`src/rtl/mc_refresh_sched.sv`:
```
// mc_refresh_sched - refresh scheduler for the memory controller.
//
// A prescaler (period rfr_ps_val + 1 cycles) feeds an interval counter. Each
// refresh interval of 2^(ref_int+1) prescaler ticks adds one owed refresh. The
// owed count saturates, and each rfr_ack pays one back. A level request and an
// urgency flag are decoded purely from the owed register.
//
// Optional feature macro: MC_RFR_POSTPONE_EN
//   defined     - owed saturates at MAX_POSTPONE, rfr_urgent at owed >= URGENT_TH
//   not defined - single outstanding request (saturation 1), rfr_urgent tied 0
//
// Ports:
//   clk          controller clock
//   rst_n        synchronous reset, active low
//   cs_need_rfr  per-chip-select "needs refresh" bits; any set enables refresh
//   ref_int      interval select, interval = 2^(ref_int+1) prescaler ticks
//   rfr_ps_val   prescaler terminal count, 0 disables refresh generation
//   rfr_ack      one-cycle pulse, one refresh issued
//   rfr_req      at least one refresh owed
//   rfr_urgent   owed count at or above URGENT_TH
//   rfr_owed     current owed-refresh count
//   rfr_miss     one-cycle pulse, an interval was lost at saturation

module mc_refresh_sched #(
   parameter int unsigned NUM_CS       = 8,
   parameter int unsigned PS_W         = 8,
   parameter int unsigned INT_W        = 8,
   parameter int unsigned MAX_POSTPONE = 8,
   parameter int unsigned URGENT_TH    = 6
) (
   input  logic              clk,
   input  logic              rst_n,
   input  logic [NUM_CS-1:0] cs_need_rfr,
   input  logic [2:0]        ref_int,
   input  logic [PS_W-1:0]   rfr_ps_val,
   input  logic              rfr_ack,
   output logic              rfr_req,
   output logic              rfr_urgent,
   output logic [3:0]        rfr_owed,
   output logic              rfr_miss
);

`ifdef MC_RFR_POSTPONE_EN
   localparam logic [3:0] OwedMax = 4'(MAX_POSTPONE);
`else
   localparam logic [3:0] OwedMax = 4'd1;
`endif

   // Interval counter view at least 8 bits wide; bits above INT_W-1 read as 1.
   localparam int unsigned ExtW = (INT_W > 8) ? INT_W : 8;

   if (MAX_POSTPONE < 1 || MAX_POSTPONE > 15 || URGENT_TH < 1 ||
       URGENT_TH > MAX_POSTPONE) begin : g_bad_cfg
      $error("mc_refresh_sched: invalid MAX_POSTPONE/URGENT_TH");
   end

   logic             rfr_en_q;
   logic [PS_W-1:0]  ps_cnt_q, ps_cnt_d;
   logic [INT_W-1:0] int_cnt_q, int_cnt_d;
   logic [3:0]       owed_q, owed_d;
   logic             miss_q, miss_d;
   logic             ps_tick, int_tick;
   logic [ExtW-1:0]  int_ext;
   logic [7:0]       sel_mask;

   // Tick decode, from registers and static configuration inputs only.
   always_comb begin
      ps_tick = (ps_cnt_q == rfr_ps_val) && (rfr_ps_val != '0);
      int_ext = '1;
      int_ext[INT_W-1:0] = int_cnt_q;
      // Low ref_int+1 bits selected; ref_int = 7 wraps to all ones.
      sel_mask = 8'((9'd2 << ref_int) - 9'd1);
      int_tick = ps_tick && (&(int_ext[7:0] | ~sel_mask));
   end

   // Prescaler and interval counters.
   always_comb begin
      ps_cnt_d = ps_cnt_q + PS_W'(1);
      if (!rfr_en_q || (rfr_ps_val == '0) || ps_tick) begin
         ps_cnt_d = '0;
      end

      int_cnt_d = int_cnt_q;
      if (!rfr_en_q) begin
         int_cnt_d = '0;
      end else if (ps_tick) begin
         int_cnt_d = int_cnt_q + INT_W'(1);
      end
   end

   // Owed-refresh counter, priority top-down.
   always_comb begin
      owed_d = owed_q;
      miss_d = 1'b0;
      if (!rfr_en_q) begin
         owed_d = '0;
      end else if (int_tick && rfr_ack && (owed_q != '0)) begin
         // New interval and a payback cancel out.
         owed_d = owed_q;
      end else if (int_tick && (owed_q == OwedMax)) begin
         miss_d = 1'b1;
      end else if (int_tick) begin
         owed_d = owed_q + 4'd1;
      end else if (rfr_ack && (owed_q != '0)) begin
         owed_d = owed_q - 4'd1;
      end
   end

   always_ff @(posedge clk) begin
      if (!rst_n) begin
         rfr_en_q  <= 1'b0;
         ps_cnt_q  <= '0;
         int_cnt_q <= '0;
         owed_q    <= '0;
         miss_q    <= 1'b0;
      end else begin
         rfr_en_q  <= |cs_need_rfr;
         ps_cnt_q  <= ps_cnt_d;
         int_cnt_q <= int_cnt_d;
         owed_q    <= owed_d;
         miss_q    <= miss_d;
      end
   end

   assign rfr_req  = (owed_q != '0);
   assign rfr_owed = owed_q;
   assign rfr_miss = miss_q;

`ifdef MC_RFR_POSTPONE_EN
   assign rfr_urgent = (owed_q >= 4'(URGENT_TH));
`else
   assign rfr_urgent = 1'b0;
`endif

`ifndef SYNTHESIS
   // An ack with nothing owed is a controller protocol error.
   ack_without_owed: assert property (@(posedge clk) disable iff (!rst_n)
      !(rfr_en_q && rfr_ack && (owed_q == '0)));
`endif

endmodule

```
`config.mk`:
```
export PLATFORM = sky130hd
export DESIGN_NAME = mc_refresh_sched
export DESIGN_NICKNAME = d
export VERILOG_FILES = /design/src/rtl/mc_refresh_sched.sv
export SDC_FILE = /design/constraint.sdc
export NUM_CORES = 1
export LEC_CHECK = 0
export ABC_AREA = 1
export ABC_CLOCK_PERIOD_IN_PS = 4800
export CORE_MARGIN = 8
export CORE_UTILIZATION = 40
export CTS_CLUSTER_SIZE = 30
export DETAILED_ROUTE_END_ITERATION = 12
export GPL_TIMING_DRIVEN = 0
export HOLD_SLACK_MARGIN = 0.06
export PLACE_DENSITY = 0.67
export SYNTH_ARGS = -nofsm -noshare
export SYNTH_HDL_FRONTEND = slang
export SYNTH_SLANG_ARGS = --single-unit
```
`constraint.sdc`:
```
create_clock -name clk -period 4.8 [get_ports clk]
set_clock_uncertainty 0.1 [all_clocks]
set_input_delay 1.2 -clock clk [delete_from_list [all_inputs] [get_ports clk]]
set_output_delay 1.2 -clock clk [all_outputs]
set_load 0.02 [all_outputs]
```
==> results of run 1 <==
## kinds of logic after synthesis
kind of cell / Yosys count / share of synthesized area
xor+xnor: 12 / 0.0747
simple gates: 117 / 0.383
flops: 22 / 0.313
other cells: 1 / 0.00267
fa+ha+maj: 6 / 0.0534
buf+inv: 30 / 0.0881
compound gates: 21 / 0.0854
## where the power goes
group	leakage, nW	internal, mW	switching [mW]
sequential	0.178	0.184	0.00105
combinational	0.529	0.0242	0.0201
clock	0.0210	0.0464	0.0594
total	0.728	0.255	0.0806
## sequential cells by signal, summed over array words and instances, names as in the netlist
register	count
rfr_owed	4
int_cnt_q	8
ps_cnt_q	8
rfr_miss	1
rfr_en_q	1
## cell usage after synthesis (2+ instances only)
cell type,count
inv_1,23
nand2_2,2
nor3_1,2
dfxtp_1,22
o21a_1,3
o21ai_0,3
nor2_2,3
nor4_1,4
nor2_4,2
nor2_1,22
inv_2,4
ha_1,6
nand2_1,53
nand3_2,3
xor2_1,7
nand3_1,22
a21oi_1,11
nor3b_1,2
xnor2_1,5
## routing by layer
layer | wire length (um) | share of wire
met5 | 0 | 0
met4 | 57 | 0.020
met3 | 108 | 0.037
met2 | 1350 | 0.46
met1 | 1400 | 0.48
## worst max-delay path by stage
stage                startpoint          end  slack (ps)  cells past startpoint
finish              rfr_owed[0]      rfr_req        1680                      4
CTS                 rfr_owed[0]      rfr_req        1650                      4
global route         ref_int[1]  rfr_owed[3]        1510                     14
detailed placement   ref_int[1]  rfr_owed[2]        1400                     13
floorplan            ref_int[1]  rfr_owed[0]        2130                     13
global placement     ref_int[1]  rfr_owed[2]        1400                     13
## cell type report
class	count	area, sq um	share of cell area
Inverter	27	101	0.0572
Multi-Input combinational cell	157	842	0.476
Tap cell	46	57.6	0.0325
Timing Repair Buffer	27	270	0.153
Clock buffer	4	36.3	0.0205
Sequential cell	22	440	0.249
Buffer	3	22.5	0.0127
## worst max-delay path: stages, from the launching register on
cell and delay (ps):
dfxtp_1 470, inv_1 100, ha_1 240, nand2_1 90, clkdlybuf4s50_1 600
## metrics by stage
stage | instances | hold slack (ps) | utilization | setup slack [ps] | area, sq um
after floorplan | 209 | 341 | - | 2130 | 1410
after global placement | 282 | 366 | 0.516 | 1400 | 1730
after detailed placement | 282 | 371 | 0.516 | 1400 | 1730
after CTS | 286 | 401 | 0.526 | 1650 | 1770
after global routing | 286 | 416 | 0.526 | 1510 | 1770
final | 286 | 395 | 0.526 | 1680 | 1770
==> qor.yml, run 1 <==
clock_network:
  insertion_delay_ps: 310
  clock-root-buffer: "clkbuf_4"
  clk_pin_slew_ps: 120
  numCtsBuffers: 3
  hold_buffers: 0
  cts_num_sinks: 22
  cts_tree: "done"
  h-tree-depth: 1
  cts_setup_buffers: 0
  clock_path_buffers: 2
  ctsResizeCount: 0
synth:
  seq_area_frac_synth: 0.313
  synth_top_area_share: 0.313
  synth.distinct_cells: 29
  postSynthAreaPerCell_sq_um: 6.73
  yosys.area.top_type: "dfxtp_1"
  syn-cell-area_sq_um: 1410
  synth-edff-count: 0
  synth_area_leaders: "dfxtp_1 (31%), nand2_1 (14%), nand3_1 (7.8%)"
  synth-seq-cells: 22
  synth_fp_nets: 237
  synthFlopType: "dfxtp_1"
  synth_cells: 209
  yosysWarnings: 0
  synth-async-reset-ratio: 0
grt:
  grt_pass1_wl_um: 5170
  grt_pass1_vias: 1298
  grtUsageMet3: 0.0224
  top_usage_layer: "met2"
  globalRoute.totalOverflow: 0
  grt_usage: 0.114
  gr-usage-met1: 0.133
  globalRouteMet2Util: 0.192
  grt_start_max_net_pins: 13
  antenna_found_initial: 0
placement:
  port_buffers: 27
  hpwlAfterDp_um: 2320
  place_congestion: 0.870
final_layout:
  n_antenna_cell: 0
  layout_common_cells: "nand2_1 (53), clkdlybuf4s50_1 (27), inv_1 (23)"
  nFillCells: 360
  syn_to_final_growth_pct: 25.9
  drive_gt1_frac: 0.0833
  nNetsFinal: 269
  layout_commonest_cell: "nand2_1"
floorplanning:
  num_rows: 21
  die_y_um: 75.3
  die-area_sq_um: 5670
  coreArea_sq_um: 3360
  io_pins: 29
  floorplan.initialDensity: 0.418
  die_x_um: 75.3
hold_path:
  holdPathEnd: "ps_cnt_q[0]"
  min-delay-start: "ps_cnt_q[0]"
  min_path_type: "reg2reg"
  holdPathStages: 1
route:
  routed_wl_um: 2910
  drt_iter0_markers: 65
  wire_per_inst_um: 10.2
  viasPerCell: 4.66
  drc: 0
  vias: 1334
  ant_nets: 0
  drt_pass1_iterations: 4
timing:
  fmax_mhz: 320
  finalMaxSlewViolations: 0
  tns_ps: 0
  fin_crit_sh: 0.650
  fin_crit_ps: 3120
  finalSetupViolations: 0
  rsz0062_at_grt: "no"
  hold_violations: 0
critical_path:
  cp.arrival_ps: 1820
  path_class: "reg2out"
  r2r-end: "rfr_owed[2]"
  cp.required_ps: 3500
  r2r_setup_slack_ps: 3080
  start_kind: "flop"
  regToRegStartpoint: "rfr_owed[0]"
  reg2reg_depth: 9
  path_max_fanout: 7
  worstSetupEndpointType: "primary output"
power:
  power_density_nw_per_um2: 189
  ir_drop_mv: 0.131
  leakage_nw: 0.728
  power.total_mw: 0.335
flow_run:
  maxCapViolCount: 0
run_status:
  status: "finished, final reports clean"
Power figures use the tool's default switching activity.
==> inputs of run 2 (changes only) <==
--- a/config.mk
+++ b/config.mk
@@ -6,14 +6,14 @@
 export NUM_CORES = 1
 export LEC_CHECK = 0
 export ABC_AREA = 1
-export ABC_CLOCK_PERIOD_IN_PS = 4800
+export ABC_CLOCK_PERIOD_IN_PS = 2600
 export CORE_MARGIN = 8
 export CORE_UTILIZATION = 40
 export CTS_CLUSTER_SIZE = 30
 export DETAILED_ROUTE_END_ITERATION = 12
 export GPL_TIMING_DRIVEN = 0
 export HOLD_SLACK_MARGIN = 0.06
-export PLACE_DENSITY = 0.67
+export PLACE_DENSITY = 0.69
 export SYNTH_ARGS = -nofsm -noshare
 export SYNTH_HDL_FRONTEND = slang
 export SYNTH_SLANG_ARGS = --single-unit
==> constraint.sdc (replaced) <==
create_clock -name clk -period 2.6 [get_ports clk]
set_clock_uncertainty 0.1 [all_clocks]
set_input_delay 0.65 -clock clk [delete_from_list [all_inputs] [get_ports clk]]
set_output_delay 0.65 -clock clk [all_outputs]
set_load 0.02 [all_outputs]
==> qor.yml, run 2 (synthesized netlist as in run 1, its figures left out) <==
placement:
  port_buffers: 27  # unchanged
  place_congestion: 0.835  # -4.0%
  hpwlAfterDp_um: 2360  # +1.6%
final_layout:
  seqCellArea_sq_um: 442  # +0.28%
  layout_common_cells: "nand2_1 (53), clkdlybuf4s50_1 (24), inv_1 (23)"
  nFillCells: 372  # +3.3%
  multiInputGateArea_sq_um: 842  # unchanged
  nNetsFinal: 271  # +0.74%
  drive_gt1_frac: 0.0950  # +0.0117
  n_antenna_cell: 0  # unchanged
  syn_to_final_growth_pct: 27.6
  layout_commonest_cell: "nand2_1"
timing:
  tns_ps: 0  # unchanged
  finalMaxSlewViolations: 0  # unchanged
  rsz0062_at_grt: "no"
  finalSetupViolations: 0  # unchanged
  fin_crit_sh: 0.961
  hold_slack_ps: 405  # +10.2 ps
  fmax_mhz: 400
  fin_crit_ps: 2500
  hold_violations: 0  # unchanged
clock_network:
  h-tree-depth: 1  # unchanged
  cts_num_sinks: 22  # unchanged
  clock-root-buffer: "clkbuf_4"
  insertion_delay_ps: 310  # about the same
  cts_tree: "done"
  hold_buffers: 0  # unchanged
  clock_path_buffers: 2  # unchanged
  clk_pin_slew_ps: 130  # about the same
  numCtsBuffers: 3  # unchanged
route:
  drc: 0  # unchanged
  drt_pass1_iterations: 4  # unchanged
  viasPerCell: 4.65  # -0.25%
  vias: 1340  # +0.45%
  drt_iter0_markers: 47  # -28%
  wire_per_inst_um: 10.2  # +0.26%
  routed_wl_um: 2940  # +0.96%
  ant_nets: 0  # unchanged
critical_path:
  worstSetupEndpointType: "primary output"
  critPathBufInv: 2  # unchanged
  start_kind: "flop"
  cp_cell_sequence: "inv_1, ha_1, nand2_1, clkdlybuf4s50_1"
  max_stage_delay_ps: 600  # about the same
  cp_top_family: "buffers and inverters"
  path_max_fanout: 6  # -1
  path_class: "reg2out"
  cp.arrival_ps: 1750  # -70 ps
  cp.depth: 4  # unchanged
  crit_slowest_cell: "clkdlybuf4s50_1"
  reg2reg_depth: 10  # +1
  cp.required_ps: 1850  # -1650 ps
power:
  p_switching_mw: 0.148  # +84%
  clockPowerShare: 0.313  # -0.003
  power_density_nw_per_um2: 345  # +82%
  leakage_nw: 0.766  # +5.3%
  ir_drop_mv: 0.188  # +44%
  p_int_mw: 0.470  # +85%
  seq_power_share: 0.553  # about the same
  pwr-share-comb: 0.134  # +0.002
  swShare: 0.240  # -0.000810
grt:
  grt_start_max_net_pins: 13  # unchanged
  antenna_found_initial: 0  # unchanged
  grt_pass1_vias: 1286  # -0.92%
  globalRoute.totalOverflow: 0  # unchanged
  grt_pass1_wl_um: 5040  # -2.5%
  grt_usage: 0.110  # -0.00366
hold_path:
  min_path_type: "reg2reg"
  holdPathStages: 1  # unchanged
floorplanning:
  die_x_um: 75.3  # unchanged
  coreArea_sq_um: 3360  # unchanged
  num_rows: 21  # unchanged
  floorplan.initialDensity: 0.418  # unchanged
  die-area_sq_um: 5670  # unchanged
  die_y_um: 75.3  # unchanged
  io_pins: 29  # unchanged
run_status:
  status: "finished, final reports clean"
flow_run:
  maxCapViolCount: 0  # unchanged
==> run 2: changes by cell type in the layout (fill, tap and decap cells not counted) <==
cell / delta
dfxtp_1: -1
dlymetal6s2s_1: +3
dfxtp_2: +1
buf_4: +2
clkdlybuf4s50_1: -3
==> run 2: final timing paths <==
kind,startpoint,to,slack [ps]
min,ps_cnt_q[0],ps_cnt_q[0],410
max reg2reg,ps_cnt_q[3],int_cnt_q[3],870
min reg2reg,ps_cnt_q[0],ps_cnt_q[0],410
max,rfr_owed[1],rfr_req,100
==> run 2: per-layer routing <==
layer  vias up  GRT usage  wire, um
met5         -          0         0
met4         0     0.0426        49
met1       576      0.133      1440
met3         6     0.0237       121
li1        729          -         -
met2        29      0.186      1330
==> run 2: repair_timing <==
| action | in CTS | in global routing |
|---|---|---|
| setup buffers | 0 | 2 |
| gates resized for setup | 0 | 4 |
| setup endpoints to repair | 0 | 6 |
==> run 2: cell type report <==
type	instances	area share
clock buffers	4	0.0202
flip-flops and latches	22	0.246
inverters	27	0.0565
multi-input cells	157	0.469
plain buffers	3	0.0126
repair buffers	29	0.163
well taps	46	0.0321
==> run 2: stage by stage <==
step	util	cells	area [sq um]	setup WS, ps	power, mW
finish	0.533	288	1790	100	0.618
floorplan	-	209	1410	479	0.387
global placement	0.516	282	1730	-229	0.431
CTS	0.526	286	1770	25.9	0.626
detailed placement	0.516	282	1730	-232	0.431
global route	0.533	288	1790	2.53	0.649
==> run 2: worst register-to-register path, stage by stage (launching register included) <==
cell and delay, ps:
dfxtp_1 410, xnor2_1 140, nand2_1 70, nor2_1 90, nand2_1 110, nor2_4 180, buf_6 170, inv_2 50
nor2_1 130, a21oi_1 90, o21a_1 110
==> run 2: power by group through the flow <==
stage	Clock, mW	Combinational, mW	Sequential, mW
global placement	0	0.0817	0.349
detailed placement	0	0.0822	0.349
CTS	0.202	0.0827	0.342
global route	0.214	0.0937	0.342
floorplan	0	0.0388	0.349
finish	0.194	0.0828	0.342
==> inputs of run 3 (changes only) <==
--- a/config.mk
+++ b/config.mk
@@ -5,7 +5,7 @@
 export SDC_FILE = /design/constraint.sdc
 export NUM_CORES = 1
 export LEC_CHECK = 0
-export ABC_AREA = 1
+export ABC_AREA = 0
 export ABC_CLOCK_PERIOD_IN_PS = 2600
 export CORE_MARGIN = 8
 export CORE_UTILIZATION = 40
==> qor.yml, run 3 <==
run_status:
  status: "finished, violations left"
  violations: "negative setup slack"
hold_path:
  holdPathStages: 1  # unchanged
  min_path_type: "reg2reg"
  min-delay-start: "ps_cnt_q[0]"
route:
  vias: 1388  # +3.6%
  drt_iter0_markers: 60  # +28%
  drt_pass1_iterations: 4  # unchanged
  ant_nets: 0  # unchanged
  wire_per_inst_um: 13.6  # +33%
  drc: 0  # unchanged
  routed_wl_um: 3500  # +19%
  viasPerCell: 5.38  # +16%
floorplanning:
  die_x_um: 75.3  # about the same
  coreArea_sq_um: 3360  # unchanged
  io_pins: 29  # unchanged
  die-area_sq_um: 5670  # about the same
  num_rows: 21  # unchanged
  die_y_um: 75.3  # about the same
  floorplan.initialDensity: 0.418  # about the same
clock_network:
  clk_pin_slew_ps: 130  # about the same
  numCtsBuffers: 3  # unchanged
  hold_buffers: 0  # unchanged
  clock-root-buffer: "clkbuf_4"
  cts_num_sinks: 22  # unchanged
  h-tree-depth: 1  # unchanged
  clock_path_buffers: 2  # unchanged
  cts_tree: "done"
  insertion_delay_ps: 310  # about the same
flow_run:
  maxCapViolCount: 0  # unchanged
power:
  p_switching_mw: 0.183  # +24%
  seq_power_share: 0.460  # -0.093
  pwr-share-comb: 0.190  # +0.056
  power_density_nw_per_um2: 386  # +12%
  ir_drop_mv: 0.175  # -6.8%
  leakage_nw: 0.694  # -9.4%
  power.total_mw: 0.756  # +22%
  clockPowerShare: 0.350  # +0.037
  p_int_mw: 0.573  # +22%
  swShare: 0.242  # +0.00252
final_layout:
  layout_commonest_cell: "clkdlybuf4s50_1"
  fin_util: 0.582  # +0.0487
  n_antenna_cell: 0  # unchanged
  design_area_sq_um: 1960  # +9.1%
  syn_to_final_growth_pct: 39.4
  layout_common_cells: "clkdlybuf4s50_1 (23), dfxtp_1 (21), nor2_1 (18)"
  nNetsFinal: 241  # -11%
  nFillCells: 310  # -17%
  drive_gt1_frac: 0.203  # +0.108
timing:
  fmax_mhz: 361  # -9.7%
  finalMaxSlewViolations: 0  # unchanged
  fin_crit_ps: 2770  # +268 ps
  setup_ws_ps: -168  # -268 ps
  rsz0062_at_grt: "yes"
  finalSetupViolations: 4  # +4
  hold_slack_ps: 411  # +5.85 ps
  fin_crit_sh: 1.06  # +0.103
  hold_violations: 0  # unchanged
critical_path:
  path_max_fanout: 5  # -1
  max_stage_delay_ps: 550  # -50 ps
  regToRegStartpoint: "rfr_owed[1]"
  worstSetupEndpointType: "flop"
  cp.required_ps: 2690  # +840 ps
  worstSetupStartpoint: "ref_int[0]"
  cp.arrival_ps: 2860  # +1110 ps
  cp_top_family: "simple AND/OR/NAND/NOR gates"
  crit_slowest_cell: "or4bb_4"
  start_kind: "primary input"
  path_class: "in2reg"
  cp_cell_sequence: "buf_8, or3_4, ha_4, or4bb_4, a31oi_4, buf_6, nor4_4, buf_4, a31oi_4, o21ai_1, nor3b_2"
  reg2reg_depth: 9  # -1
  cp_common_cell: "a31oi_4"
  cp.depth: 11  # +7
  critPathBufInv: 3  # +1
grt:
  antenna_found_initial: 0  # unchanged
  grtUsageMet3: 0.0186  # -0.00504
  grt_pass1_wl_um: 5610  # +11%
  globalRouteMet2Util: 0.235  # +0.0491
  globalRoute.totalOverflow: 0  # unchanged
  top_usage_layer: "met2"
  gr-usage-met1: 0.138  # +0.00469
  grt_usage: 0.125  # +0.0148
  grt_start_max_net_pins: 14  # +1
  grt_pass1_vias: 1308  # +1.7%
synth:
  synth_cells: 173  # -17%
  postSynthAreaPerCell_sq_um: 8.12  # +21%
  yosysWarnings: 0  # unchanged
  netlist_top_cells_count: "dfxtp_1 (22), nor2_1 (19), nand2_1 (18), xor2_1 (11)"
  synthFlopType: "dfxtp_1"
  synth-edff-count: 0  # unchanged
  syn-cell-area_sq_um: 1410  # about the same
  synth_most_common_cell: "dfxtp_1"
  synth-seq-cells: 22  # unchanged
  synth_area_leaders: "dfxtp_1 (31%), xor2_1 (6.9%), xnor2_1 (5.6%)"
  synth-async-reset-ratio: 0  # unchanged
  yosys.area.top_type: "dfxtp_1"
  synth.distinct_cells: 46  # +59%
  seq_area_frac_synth: 0.313  # about the same
  synth_top_area_share: 0.313  # about the same
  synth_fp_nets: 201  # -15%
placement:
  place_congestion: 0.905  # +8.4%
  place_area_sq_um: 1750  # +0.87%
  hpwlAfterDp_um: 2540  # +7.6%
  port_buffers: 27  # unchanged
run 3: cell count changes after synthesis, sizes merged, moves of 3 or more:
cell   previous run  this run
and2              0         3
nor4              4        10
nor2             27        19
inv              27         5
nand3            25         8
nor2b             0         3
xnor2             5         9
o21a              3         0
nor3              2         5
xor2              7        11
nand2            55        18
a31oi             0         3
run 3: final cells by class:
| class | count | area (sq um) | share of cell area |
|---|---|---|---|
| Timing Repair Buffer | 35 | 334 | 0.171 |
| Clock buffer | 3 | 22.5 | 0.0115 |
| Sequential cell | 22 | 442 | 0.226 |
| Clock inverter | 1 | 30.0 | 0.0153 |
| Tap cell | 46 | 57.6 | 0.0294 |
| Inverter | 5 | 18.8 | 0.00958 |
| Multi-Input combinational cell | 140 | 1010 | 0.518 |
| Buffer | 6 | 38.8 | 0.0198 |
run 3: power by group through the flow:
stage / Combinational, mW / Clock (mW) / Sequential (mW)
floorplan: 0.0635 / 0 / 0.356
detailed placement: 0.123 / 0 / 0.355
global placement: 0.120 / 0 / 0.355
global route: 0.155 / 0.292 / 0.349
CTS: 0.129 / 0.274 / 0.347
finish: 0.143 / 0.265 / 0.348
run 3: worst paths after layout:
check,slack (ps),end
setup / recovery,-170,rfr_owed[0]
hold / removal,410,ps_cnt_q[0]
setup reg to reg,140,rfr_owed[0]
hold reg to reg,410,ps_cnt_q[0]
run 3: repair_timing:
action,CTS,global route
buffers inserted,3,5
resized for setup,18,21
endpoints found under the setup margin,6,5
pin swaps,6,15
run 3: through the flow:
step / std cells / worst slack [ps] / TNS [ps]
after floorplan: 173 / -118 / -211
after global placement: 246 / -777 / -3520
after detailed placement: 246 / -802 / -3830
after CTS: 253 / -115 / -127
after global routing: 258 / -195 / -507
final: 258 / -168 / -298
run 3: routing by layer:
layer  wire [um]  vias to the layer above  part of all wire
li1            -                      696                 -
met1        1530                      668              0.44
met2        1830                       22              0.52
met3         122                        2             0.035
met4          21                        0            0.0060
met5           0                        -                 0
run 3: logic make-up after synthesis:
| logic type | after synthesis | share of synthesized area |
|---|---|---|
| AO/OA/AOI/OAI | 28 | 0.125 |
| XOR/XNOR | 20 | 0.125 |
| adder cells (fa/ha/maj) | 6 | 0.0534 |
| buffers and inverters | 11 | 0.0347 |
| flip-flops | 22 | 0.313 |
| other | 1 | 0.00267 |
| AND/OR/NAND/NOR | 85 | 0.346 |
